[config.mk]
export PLATFORM = sky130hd
export DESIGN_NAME = amul_err_monitor
export DESIGN_NICKNAME = d
export VERILOG_FILES = /design/src/rtl/amul_err_monitor.sv
export SDC_FILE = /design/constraint.sdc
export NUM_CORES = 1
export LEC_CHECK = 0
export BUFFER_PORTS_ARGS = -buffer_cell sky130_fd_sc_hd__buf_4
export CAP_MARGIN = 40
export CORE_MARGIN = 2
export CORE_UTILIZATION = 59
export CTS_CLUSTER_DIAMETER = 120
export DETAILED_ROUTE_END_ITERATION = 8
export PLACE_DENSITY_LB_ADDON = 0.08
export SLEW_MARGIN = 20
export SYNTH_ARGS = -nofsm -noshare
export SYNTH_HDL_FRONTEND = slang
export SYNTH_SLANG_ARGS = --single-unit
[constraint.sdc]
create_clock -name clk -period 6.1 [get_ports clk]
set_input_delay 0.61 -clock clk [delete_from_list [all_inputs] [get_ports clk]]
set_output_delay 0.61 -clock clk [all_outputs]
set_load 0.02 [all_outputs]
[src/rtl/amul_err_monitor.sv]
// Error-metric monitor for an approximate 8x8 multiplier: accumulates error distance statistics over a run.
// Optional macro AMUL_ERR_SIGNED_EN builds the signed-error (bias) accumulator behind sum_sed.
module amul_err_monitor #(
    parameter int unsigned CNT_W = 16
) (
    input  logic                 clk,
    input  logic                 rst,
    input  logic                 start,
    input  logic [CNT_W-1:0]     num_samples,
    input  logic                 in_valid,
    output logic                 in_ready,
    input  logic [7:0]           x,
    input  logic [7:0]           y,
    input  logic [15:0]          z_approx,
    output logic                 busy,
    output logic                 done,
    output logic [CNT_W-1:0]     sample_cnt,
    output logic [16+CNT_W-1:0]  sum_ed,
    output logic [15:0]          max_ed,
    output logic [CNT_W-1:0]     err_cnt,
    output logic [17+CNT_W-1:0]  sum_sed
);

    localparam int unsigned SUM_W  = 16 + CNT_W;
    localparam int unsigned SSUM_W = 17 + CNT_W;

    typedef enum logic [1:0] {
        IDLE  = 2'd0,
        RUN   = 2'd1,
        DRAIN = 2'd2,
        DONE  = 2'd3
    } state_t;

    state_t           state;
    logic [CNT_W-1:0] n_lat;
    logic             drain_cnt;
    logic             start_ok;
    logic             accept;
    logic [CNT_W-1:0] cnt_inc;

    logic             s1_valid;
    logic [15:0]      s1_exact;
    logic [15:0]      s1_z;
    logic [15:0]      ed;

    assign start_ok = start && ((state == IDLE) || (state == DONE));
    assign accept   = (state == RUN) && in_valid && in_ready;
    assign cnt_inc  = sample_cnt + CNT_W'(1);

    // Run control: sample acceptance window, two-cycle pipeline flush, result hold.
    always_ff @(posedge clk) begin
        if (rst) begin
            state      <= IDLE;
            n_lat      <= '0;
            drain_cnt  <= 1'b0;
            in_ready   <= 1'b0;
            busy       <= 1'b0;
            done       <= 1'b0;
            sample_cnt <= '0;
        end else begin
            case (state)
                IDLE, DONE: begin
                    if (start) begin
                        state      <= RUN;
                        n_lat      <= num_samples;
                        sample_cnt <= '0;
                        in_ready   <= (num_samples != '0);
                        busy       <= 1'b1;
                        done       <= 1'b0;
                    end
                end
                RUN: begin
                    if (n_lat == '0) begin
                        state     <= DRAIN;
                        drain_cnt <= 1'b0;
                        in_ready  <= 1'b0;
                    end else if (accept) begin
                        sample_cnt <= cnt_inc;
                        if (cnt_inc == n_lat) begin
                            state     <= DRAIN;
                            drain_cnt <= 1'b0;
                            in_ready  <= 1'b0;
                        end
                    end
                end
                DRAIN: begin
                    if (drain_cnt) begin
                        state <= DONE;
                        busy  <= 1'b0;
                        done  <= 1'b1;
                    end else begin
                        drain_cnt <= 1'b1;
                    end
                end
                default: begin
                    state    <= IDLE;
                    in_ready <= 1'b0;
                    busy     <= 1'b0;
                    done     <= 1'b0;
                end
            endcase
        end
    end

    // Stage 1: exact reference product alongside the approximate one.
    always_ff @(posedge clk) begin
        if (rst) begin
            s1_valid <= 1'b0;
            s1_exact <= '0;
            s1_z     <= '0;
        end else begin
            s1_valid <= accept;
            if (accept) begin
                s1_exact <= 16'(x) * 16'(y);
                s1_z     <= z_approx;
            end
        end
    end

    always_comb begin
        ed = '0;
        if (s1_z >= s1_exact) begin
            ed = s1_z - s1_exact;
        end else begin
            ed = s1_exact - s1_z;
        end
    end

    // Stage 2: unsigned error statistics.
    always_ff @(posedge clk) begin
        if (rst || start_ok) begin
            sum_ed  <= '0;
            max_ed  <= '0;
            err_cnt <= '0;
        end else if (s1_valid) begin
            sum_ed <= sum_ed + SUM_W'(ed);
            if (ed > max_ed) begin
                max_ed <= ed;
            end
            if (ed != '0) begin
                err_cnt <= err_cnt + CNT_W'(1);
            end
        end
    end

`ifdef AMUL_ERR_SIGNED_EN
    logic signed [16:0]  sed;
    logic [SSUM_W-1:0]   sed_acc;

    assign sed = $signed({1'b0, s1_z}) - $signed({1'b0, s1_exact});

    // Signed bias accumulator; sed is sign-extended into the wide sum.
    always_ff @(posedge clk) begin
        if (rst || start_ok) begin
            sed_acc <= '0;
        end else if (s1_valid) begin
            sed_acc <= sed_acc + SSUM_W'(sed);
        end
    end

    assign sum_sed = sed_acc;
`else
    assign sum_sed = '0;
`endif

endmodule

==> run_results.csv <==
group,metric,value,unit
run_status,status,"finished clean",
logic_synthesis,synth.mux.area_fraction,4.78,%
timing,worst_pin_slew,0.796,ns
logic_synthesis,post-synth-top-area-cell,"sky130_fd_sc_hd__dfxtp_1",
detailed_routing,drt_pre_antenna_iters,5,
floorplanning,ioPinCount,168,
logic_synthesis,synth-adder-area-share,19.5,%
timing,worst_slew_margin_rel,46.2,%
critical_path,setup.worst_path.start_class,"flip-flop",
floorplanning,core,18000,um2
job,timing.max_cap.violations,0,
logic_synthesis,netlist_top_cells_area,"sky130_fd_sc_hd__dfxtp_1 25%, sky130_fd_sc_hd__ha_1 12%, sky130_fd_sc_hd__fa_1 7.3%",
global_routing,antenna_found_initial,0,
power_and_ir_drop,worst_ir_drop_vdd,0.304,mV
timing,finalCritPeriodShare,89.3,%
logic_synthesis,netlist.area_leader.share,25.1,%
logic_synthesis,post_synth_and_or_nand_nor_area_fraction,20.9,%
placement,dp_cells,1662,
placement,dpl.hpwl,18100,um
logic_synthesis,synth_xor_area_share,6.51,%
floorplanning,die_area,19300,um2
finish,design.final.nets,1650,
hold_path,worst_hold_path_type,"input pin to flip-flop",
cts,ctsRootBufferMaster,"sky130_fd_sc_hd__clkbuf_16",
timing,setup-tns-final,0,ns
timing,fmax,0.184,GHz
timing,final.min_clock_period,5.45,ns
placement,gp_congestion,0.881,
logic_synthesis,ys_dominant_reg_cell,"sky130_fd_sc_hd__dfxtp_1",
cts,ctsHtreeMaxLevel,4,
logic_synthesis,mappedNetlistArea,10800,um2
cts,cts_repair_resize_count,0,
floorplanning,start_util,59.9,%
cts,number_of_buffers_inserted_during_clock_tree_synthesis,17,
critical_path,data_required_critical_path,6.40,ns
logic_synthesis,postSynthCellCount,1344,
power_and_ir_drop,netSwitchingFraction,43.2,%
logic_synthesis,synth.ff_latch_count,135,
power_and_ir_drop,reported_leakage_power,5.40,nW
global_routing,grt_start_max_net_pins,80,
critical_path,setup.worst_path.class,"flip-flop to flip-flop",
detailed_routing,detail_route.iter0.violations,504,
detailed_routing,drc,0,
finish,final_util,68.8,%
logic_synthesis,synth.yosys.warnings,0,
timing,fin_worst_skew,0.0169,ns
power_and_ir_drop,cellInternalPower,2.73,mW
logic_synthesis,async_reset_ff_share,0,%
detailed_routing,route.antenna.remaining_nets,0,
timing,rsz0062_at_grt,"false",
detailed_routing,drt-wirelength-per-cell,13.8,um
placement,port_buffers,134,
cts,clk_transition_reported_paths,0.06,ns
power_and_ir_drop,power.density,389,nW/um2
floorplanning,die_height,139,um
logic_synthesis,synth_compound_area_share,14.2,%
cts,cts_sinks,135,
logic_synthesis,synth-seq-area-share,25.1,%
logic_synthesis,avgSynthCellArea,8.01,um2
finish,drive_gt1_share,12.7,%
power_and_ir_drop,clock_power_share,20.0,%
global_routing,grt_use_total,24.5,%
critical_path,path_max_fanout,15,
timing,report.final.slew_viol_count,0,
global_routing,via_count_of_the_first_global_routing_pass,8513,
power_and_ir_drop,power.share.combinational,59.3,%
logic_synthesis,synth-edff-count,0,
critical_path,timing.critical_path.arrival,5.74,ns
global_routing,grt_pass1_wl,40200,um
cts,cts_tree,"done",
cts,cts_post_setup_buffers_inserted,0,
finish,diodes,0,
cts,worst_skew_pair_latency,0.43,ns
finish,area_growth_syn_to_layout,14.7,%
detailed_routing,drt_wl_total,23500,um
power_and_ir_drop,power.share.sequential,20.8,%
global_routing,globalRouteOverflowTotal,0,
power_and_ir_drop,p_sw,2.08,mW
floorplanning,rows,49,
cts,cts-hold-fix-buffers,0,
finish,instances_no_fill,1695,
critical_path,type_of_element_capturing_the_critical_path,"flip-flop",
logic_synthesis,largest_family_of_logic_cells_by_synthesized_area,"simple AND/OR/NAND/NOR gates",
logic_synthesis,synth_cell_types,62,
cts,cts.path.max_buffers,2,
timing,setup_violations,0,
detailed_routing,vias_per_cell,5.45,
floorplanning,fp.dieW,139,um
detailed_routing,route.vias.total,9236,
timing,final_hold_fails,0,
## worst max-delay path, stage by stage, from the launching register on
cell	delay (ns)
sky130_fd_sc_hd__dfxtp_1	0.35
sky130_fd_sc_hd__inv_1	0.06
sky130_fd_sc_hd__ha_1	0.47
sky130_fd_sc_hd__and2_1	0.24
sky130_fd_sc_hd__a221oi_1	0.43
sky130_fd_sc_hd__o221ai_1	0.19
sky130_fd_sc_hd__a21oi_2	0.38
sky130_fd_sc_hd__buf_4	0.30
sky130_fd_sc_hd__mux2i_1	0.26
sky130_fd_sc_hd__xor2_1	0.34
sky130_fd_sc_hd__ha_1	0.36
sky130_fd_sc_hd__a21o_1	0.20
sky130_fd_sc_hd__a21oi_1	0.21
sky130_fd_sc_hd__nor2_1	0.08
sky130_fd_sc_hd__a21oi_1	0.18
sky130_fd_sc_hd__o21ai_0	0.22
sky130_fd_sc_hd__o211ai_1	0.57
sky130_fd_sc_hd__a21boi_0	0.22
sky130_fd_sc_hd__xnor2_1	0.19
sky130_fd_sc_hd__nor2_1	0.06
## metal layers
metal,global-route usage (%),wire (um),up-vias
li1,-,-,4706
met1,33.6,11100,4295
met2,40.5,11000,213
met3,3.66,1090,22
met4,6.54,276,0
met5,0,0,-
## cell usage after synthesis (6+ instances only)
cell and instances:
sky130_fd_sc_hd__nor2_1 107, sky130_fd_sc_hd__buf_4 35, sky130_fd_sc_hd__o31ai_1 6, sky130_fd_sc_hd__nand4_1 15, sky130_fd_sc_hd__xnor2_1 59, sky130_fd_sc_hd__nor3b_1 9
sky130_fd_sc_hd__mux2i_1 48, sky130_fd_sc_hd__ha_1 105, sky130_fd_sc_hd__nand3_1 29, sky130_fd_sc_hd__a211oi_1 8, sky130_fd_sc_hd__nor2b_1 8, sky130_fd_sc_hd__o21a_1 9
sky130_fd_sc_hd__fa_1 39, sky130_fd_sc_hd__nand2_1 145, sky130_fd_sc_hd__or3_1 15, sky130_fd_sc_hd__nor3_1 14, sky130_fd_sc_hd__o211ai_1 7, sky130_fd_sc_hd__a21o_1 21
sky130_fd_sc_hd__nor4_1 21, sky130_fd_sc_hd__clkbuf_1 39, sky130_fd_sc_hd__a21oi_1 111, sky130_fd_sc_hd__and3_1 14, sky130_fd_sc_hd__inv_1 135, sky130_fd_sc_hd__xor2_1 21
sky130_fd_sc_hd__o21ai_0 52, sky130_fd_sc_hd__dfxtp_1 135, sky130_fd_sc_hd__and2_1 50, sky130_fd_sc_hd__nand2b_1 16
## registers in the layout, indices dropped and copies added, names as in the netlist
signal	cells
n_lat	16
in_ready	1
done	1
sample_cnt	16
state	2
drain_cnt	1
s1_valid	1
s1_z	16
max_ed	16
sum_ed	32
busy	1
err_cnt	16
s1_exact	16
## through the flow
stage	worst slack, ns	instance area, um2	hold WS, ns	total power [mW]
after detailed placement	0.531	11800	0.467	3.85
after floorplan	1.31	10900	0.440	3.32
after global placement	0.657	11800	0.450	3.77
after global routing	0.0557	12400	0.439	5.26
final	0.654	12400	0.434	4.81
after CTS	0.520	12300	0.425	4.83
## path summary, 6_finish.rpt
kind                                      start           to  slack [ns]  cells after the start
worst max-delay path               s1_exact[11]   sum_ed[18]        0.65                     19
worst min register to register      s1_exact[8]  s1_exact[8]        0.47                      2
worst max register to register     s1_exact[11]   sum_ed[18]        0.65                     19
worst min-delay path            num_samples[11]    n_lat[11]        0.43                      3
## kinds of logic after synthesis
group | after synthesis
mux | 51
simple gates | 462
compound gates | 252
fa+ha+maj | 144
buf+inv | 219
other cells | 1
flops | 135
xor+xnor | 80
## cells in the final DEF, fill, tap and decap left out, types with 9 or more instances in the layout
cell type                   Yosys  routed
sky130_fd_sc_hd__a21o_1        21      21
sky130_fd_sc_hd__a21oi_1      111     109
sky130_fd_sc_hd__and2_1        50      50
sky130_fd_sc_hd__and3_1        14      14
sky130_fd_sc_hd__buf_4         35     141
sky130_fd_sc_hd__clkbuf_16      0      17
sky130_fd_sc_hd__conb_1         1      33
sky130_fd_sc_hd__dfxtp_1      135     135
sky130_fd_sc_hd__fa_1          39      39
sky130_fd_sc_hd__ha_1         105     105
sky130_fd_sc_hd__inv_1        135     135
sky130_fd_sc_hd__mux2i_1       48      48
sky130_fd_sc_hd__nand2_1      145     145
sky130_fd_sc_hd__nand2b_1      16      15
sky130_fd_sc_hd__nand3_1       29      29
sky130_fd_sc_hd__nand4_1       15      15
sky130_fd_sc_hd__nor2_1       107     107
sky130_fd_sc_hd__nor3_1        14      14
sky130_fd_sc_hd__nor3b_1        9       9
sky130_fd_sc_hd__nor4_1        21      21
sky130_fd_sc_hd__o21a_1         9       9
sky130_fd_sc_hd__o21ai_0       52      52
sky130_fd_sc_hd__or3_1         15      15
sky130_fd_sc_hd__xnor2_1       59      59
sky130_fd_sc_hd__xor2_1        21      21
## power groups by stage
stage	Clock, mW	Sequential, mW	Combinational (mW)
after floorplan	0	1.01	2.30
after global placement	0	1.01	2.75
after detailed placement	0	1.02	2.83
after CTS	0.978	0.998	2.85
after global routing	1.01	1.01	3.24
final	0.960	0.998	2.85
## final cells by class
cell class / instances / area [um2]
clock buffers: 20 / 447
well taps: 229 / 287
flip-flops and latches: 135 / 2700
fillers: 1543 / 5610
clock inverters: 11 / 100
repair buffers: 143 / 1090
inverters: 135 / 507
multi-input cells: 1022 / 7220
Power figures use the tool's default switching activity.
